$ cat src/rtl/flag_branch_unit.sv
// flag_branch_unit
// Holds the architectural N/Z/V flags, updates them from the EX-stage
// opcode/result, resolves B/BR branches in ID against those flags and drives
// a registered one-cycle redirect to fetch. Freezes itself once HLT executes.
// Optional feature macro: FLAG_FWD_EN -- when defined, a conditional branch in
// ID sees the flags being written by EX this cycle and never stalls; when
// undefined, such a branch stalls one cycle and uses the registered flags.
module flag_branch_unit (
   input  logic        clk,
   input  logic        rst,
   input  logic        ex_valid,
   input  logic [3:0]  ex_opcode,
   input  logic [15:0] ex_result,
   input  logic        ex_ovfl,
   input  logic        id_valid,
   input  logic [3:0]  id_opcode,
   input  logic [2:0]  id_ccc,
   input  logic [8:0]  id_imm9,
   input  logic [15:0] id_rs_val,
   input  logic [15:0] id_pc_plus2,
   output logic        flag_n,
   output logic        flag_z,
   output logic        flag_v,
   output logic        stall,
   output logic        redirect_valid,
   output logic [15:0] redirect_pc,
   output logic        halted
);

   typedef enum logic [1:0] {
      ST_RUN,
      ST_REDIRECT,
      ST_HALTED
   } state_t;

   localparam logic [3:0] OP_ADD = 4'b0000;
   localparam logic [3:0] OP_SUB = 4'b0001;
   localparam logic [3:0] OP_XOR = 4'b0010;
   localparam logic [3:0] OP_SLL = 4'b0100;
   localparam logic [3:0] OP_SRA = 4'b0101;
   localparam logic [3:0] OP_ROR = 4'b0110;
   localparam logic [3:0] OP_B   = 4'b1100;
   localparam logic [3:0] OP_BR  = 4'b1101;
   localparam logic [3:0] OP_HLT = 4'b1111;

   state_t      state;
   logic        set_nzv;
   logic        set_z_only;
   logic        nxt_n;
   logic        nxt_z;
   logic        nxt_v;
   logic        eval_n;
   logic        eval_z;
   logic        eval_v;
   logic        hlt_in_ex;
   logic        is_branch;
   logic        cond_true;
   logic        taken;
   logic [15:0] target;

   // Flag write-back decode, branch condition/target and stall generation.
   always_comb begin
      // NOTE: every signal gets a default up front so no path leaves it unassigned (no latches).
      set_nzv    = ex_valid && (ex_opcode == OP_ADD || ex_opcode == OP_SUB);
      set_z_only = ex_valid && (ex_opcode == OP_XOR || ex_opcode == OP_SLL ||
                                ex_opcode == OP_SRA || ex_opcode == OP_ROR);
      nxt_n      = set_nzv ? ex_result[15] : flag_n;
      nxt_z      = (set_nzv || set_z_only) ? (ex_result == 16'h0000) : flag_z;
      nxt_v      = set_nzv ? ex_ovfl : flag_v;
      hlt_in_ex  = ex_valid && (ex_opcode == OP_HLT);
      is_branch  = id_valid && (id_opcode == OP_B || id_opcode == OP_BR);

`ifdef FLAG_FWD_EN
      // EX result bypassed straight into the branch condition.
      stall  = 1'b0;
      eval_n = nxt_n;
      eval_z = nxt_z;
      eval_v = nxt_v;
`else
      // A conditional branch behind a flag writer waits one cycle.
      stall  = (state == ST_RUN) && is_branch && (id_ccc != 3'b111) &&
               (set_nzv || set_z_only);
      eval_n = flag_n;
      eval_z = flag_z;
      eval_v = flag_v;
`endif

      unique case (id_ccc)
         3'b000:  cond_true = !eval_z;
         3'b001:  cond_true = eval_z;
         3'b010:  cond_true = !eval_z && !eval_n;
         3'b011:  cond_true = eval_n;
         3'b100:  cond_true = eval_z || !eval_n;
         3'b101:  cond_true = eval_n || eval_z;
         3'b110:  cond_true = eval_v;
         default: cond_true = 1'b1;
      endcase

      target = (id_opcode == OP_B)
             ? id_pc_plus2 + {{6{id_imm9[8]}}, id_imm9, 1'b0}
             : id_rs_val;

      // HLT in EX beats any branch in ID; REDIRECT ignores its wrong-path slot.
      taken = (state == ST_RUN) && is_branch && !stall && cond_true && !hlt_in_ex;
   end

   // State machine with registered flags, redirect and halt outputs.
   always_ff @(posedge clk) begin
      // NOTE: non-blocking assignments so every register samples pre-edge values.
      if (rst) begin
         state          <= ST_RUN;
         flag_n         <= 1'b0;
         flag_z         <= 1'b0;
         flag_v         <= 1'b0;
         redirect_valid <= 1'b0;
         redirect_pc    <= 16'h0000;
         halted         <= 1'b0;
      end else begin
         unique case (state)
            ST_HALTED: begin
               redirect_valid <= 1'b0;
            end
            default: begin
               flag_n <= nxt_n;
               flag_z <= nxt_z;
               flag_v <= nxt_v;
               if (hlt_in_ex) begin
                  state          <= ST_HALTED;
                  halted         <= 1'b1;
                  redirect_valid <= 1'b0;
               end else if (taken) begin
                  state          <= ST_REDIRECT;
                  redirect_valid <= 1'b1;
                  redirect_pc    <= target;
               end else begin
                  state          <= ST_RUN;
                  redirect_valid <= 1'b0;
               end
            end
         endcase
      end
   end

endmodule
$ cat config.mk
export PLATFORM = sky130hd
export DESIGN_NAME = flag_branch_unit
export DESIGN_NICKNAME = d
export VERILOG_FILES = /design/src/rtl/flag_branch_unit.sv
export SDC_FILE = /design/constraint.sdc
export NUM_CORES = 1
export LEC_CHECK = 0
export CAP_MARGIN = 20
export CORE_MARGIN = 1.5
export CORE_UTILIZATION = 42
export DETAILED_ROUTE_END_ITERATION = 10
export GPL_TIMING_DRIVEN = 0
export PLACE_DENSITY = 0.86
export SLEW_MARGIN = 20
export SYNTH_ARGS = -nofsm -noshare
export SYNTH_HDL_FRONTEND = slang
export SYNTH_SLANG_ARGS = --single-unit
$ cat constraint.sdc
create_clock -name clk -period 3 [get_ports clk]
set_clock_uncertainty 0.1 [all_clocks]
set_input_delay 0.45 -clock clk [delete_from_list [all_inputs] [get_ports clk]]
set_output_delay 0.45 -clock clk [all_outputs]
set_load 0.01 [all_outputs]
==> impl_results.md <==
* Vias post-DR at around 2k
* Slew @ Worst Pin at approximately 580 ps
* Most frequent cell after synthesis: nand2_1
* Layout cell share with drive strength beyond 1 at about 2.8%
* Post-Layout Cell Count at 370
* Clock buffer count from CTS at 3
* P_sw at between 0.0002 and 0.00025 W
* Max Cap Viol at 0
* Distinct cells, synth at 39
* Clock transition at path regs at around 80 ps
* Initial antenna violation count at 0
* Rows at 23
* Fill count at about 330
* Chip height at roughly 67 um
* Antenna cells at 0
* Synthesis Warnings at 0
* Sw frac at between 20 and 30%
* Crit path cell chain: clkdlybuf4s50_1, ha_1, a21oi_1, o21ai_0, a31o_2, a21oi_1, o21ai_0, xnor2_1, a311oi_1
* Drt total wl at 5146 um
* Port Buffers at 93
* # resized after CTS at 0
* Max Slew Vio Count at 0
* H-tree depth at 1
* DRC Markers at 0
* Setup TNS at 0 ps
* Leakage at 1.039 nW
* Final net count at just over 400
* Initial core utilization at 43.38%
* Comb pwr share at 35.9%
* Mapped cell area at ~1700 um^2
* DIE WIDTH at roughly 67 um
* Antenna Violating Nets Remaining at 0
* First-pass GRT wire length at roughly 8000 um
* Minimum clock period at around 2700 ps
* Crit Path Class: in2reg
* Sequential area share after synthesis at between 20% and 30%
* Storage element area at between 400 and 500 um^2
* Cell Pwr Density at 288.7 nW/um^2
* DR vias/cell at ~5.4
* CTS tree: yes
* Post-synth EDFFs at 0
* Fin crit share at between 80% and 90%
* Worst Path Required at 3090 ps
* Area leader, netlist: dfxtp_1
* Core area at roughly 3900 um^2
* WP buf/inv at 1
* GPL Wtd Cong at about 0.87
* Final Hold Fails at 0
* Hold buffer count at cts at 0
* Outcome: finished, final reports clean
* Ys async rst share at 0%
* FMAX at around 370 MHz
* Crit end category: flop
* Drt first pass iters at 4
* Sequential fraction of design power at between 30% and 40%
* Synth Net Count at between 300 and 400
* Footprint of the multi-input gates at around 1200 um^2
* Crit-path max FO at 7
* Top post-synthesis cells by area: dfxtp_1, ha_1, nand2_1
* VDD IR-drop max at 170.3 uV
* Average size of a mapped cell at 7.670 um^2
* Total Routing Usage GR at approximately 22%
* Clock share of power at 24.6%
* Placed insts at 366
* Largest net degree at the start of global routing at 14
* Top Family by Delay on Critical Path: compound AO/OA/AOI/OAI gates
* Overflow after GRT at 0
* Clock Latency Late Sink at around 270 ps
* Synth Instances at 223
* RSZ-0062 raised after global routing: no
* Clock tree buffer depth at 2
* Clock sinks at 23
* Vias in the first global route at between 1.5k and 2k
* Post-CTS Setup Bufs at 0
* Worst Path Arrival at ~2800 ps
* Max incr delay on CP at roughly 540 ps
* Initial DRC Count at 80
* Final setup fails at 0
* Top cells by count, synth: nand2_1, nor2_1, dfxtp_1
* Relative slew slack at about 61%
* Ports at 95
* Critical Path Source Type: input pin
* HPWL reported at the end of detailed placement at between 4000 and 5000 um
* Routed len/inst at around 14 um
* Predominant post-synthesis flop cell: dfxtp_1
* Cell-internal power at about 0.00057 W
* Root Driver: clkbuf_8
* Slowest CP cell: clkdlybuf4s50_1
* Synth top area share at 26.92%
* Syn-to-layout area delta at 60.79%
* Die Area at between 4000 and 5000 um^2
* Worst Hold Class: reg2reg
* Yosys reg bits at 23
worst paths after layout:
check	startpoint	slack [ps]	endpoint	cells past startpoint
setup / recovery	id_imm9[8]	310	redirect_pc[13]	9
hold / removal	halted	400	halted	2
setup reg to reg	flag_z	950	redirect_pc[2]	7
hold reg to reg	halted	400	halted	2
per-stage QoR:
step / hold slack [ps] / worst slack [ps] / power, W / util [%] / instance area (um^2)
CTS: 400.3 / 334.1 / 0.0007936 / 69.76 / 2750
floorplan: 402.9 / 879.6 / 0.0004645 / - / 1710
global placement: 371.1 / 83.91 / 0.0005967 / 68.58 / 2704
global route: 425.5 / 111.5 / 0.0008323 / 69.76 / 2750
finish: 399.6 / 305.2 / 0.0007940 / 69.76 / 2750
detailed placement: 385.8 / 54.26 / 0.0006034 / 68.58 / 2704
layer usage:
layer | share of wire [%] | track usage, % | up-vias | wire [um]
li1 | - | - | 999 | -
met1 | 41 | 26.16 | 922 | 2085
met2 | 50 | 42.88 | 81 | 2572
met3 | 8.3 | 2.027 | 5 | 427
met4 | 1.2 | 6.122 | 0 | 60
met5 | 0 | 0 | - | 0
flip-flops by register name, indices dropped and copies added (netlist names):
| signal | count |
|---|---|
| flag_v | 1 |
| state | 2 |
| redirect_pc | 16 |
| halted | 1 |
| flag_z | 1 |
| flag_n | 1 |
| redirect_valid | 1 |
layout by cell type (no fill, tap or decap), types with 6 or more instances in the layout:
cell             synthesis  layout
ha_1                    14      14
xnor2_1                  7       7
a311oi_1                 9       9
nor2_1                  28      28
clkdlybuf4s50_1          0      93
clkbuf_1                 6       6
o21ai_0                 11      11
nand3_1                  6       6
nand2_1                 31      31
nor2b_1                  8       8
dfxtp_1                 23      23
a21oi_1                 18      18
tightest hold or removal path, cell delays in order (launching register included):
cell     delay (ps)
dfxtp_1         340
a21oi_1          50
nor2_1           70
cells by family after synthesis:
group,synth area share (%)
AND/OR/NAND/NOR,28.82
AO/OA/AOI/OAI,21.36
flip-flops,26.92
adder cells (fa/ha/maj),11.41
buffers and inverters,3.584
XOR/XNOR,6.145
multiplexers,1.756
layout make-up:
type | count | area share [%]
buffer | 9 | 1.683
clock buffer | 3 | 1.501
clock inverter | 1 | 0.1820
inverter | 4 | 0.5460
multi-input combinational | 187 | 43.22
sequential | 23 | 16.74
tap | 50 | 2.275
timing repair buffer | 93 | 33.85
power by group through the flow:
stage	logic [W]	registers [W]	clock network, W
2_1_floorplan	0.000142	0.000323	0
3_3_place_gp	0.000276	0.000321	0
5_1_grt	0.000312	0.000314	0.000206
6_report	0.000285	0.000314	0.000195
3_5_place_dp	0.000282	0.000321	0
4_1_cts	0.000284	0.000314	0.000196
No activity file was read; power rests on OpenSTA's default activity.
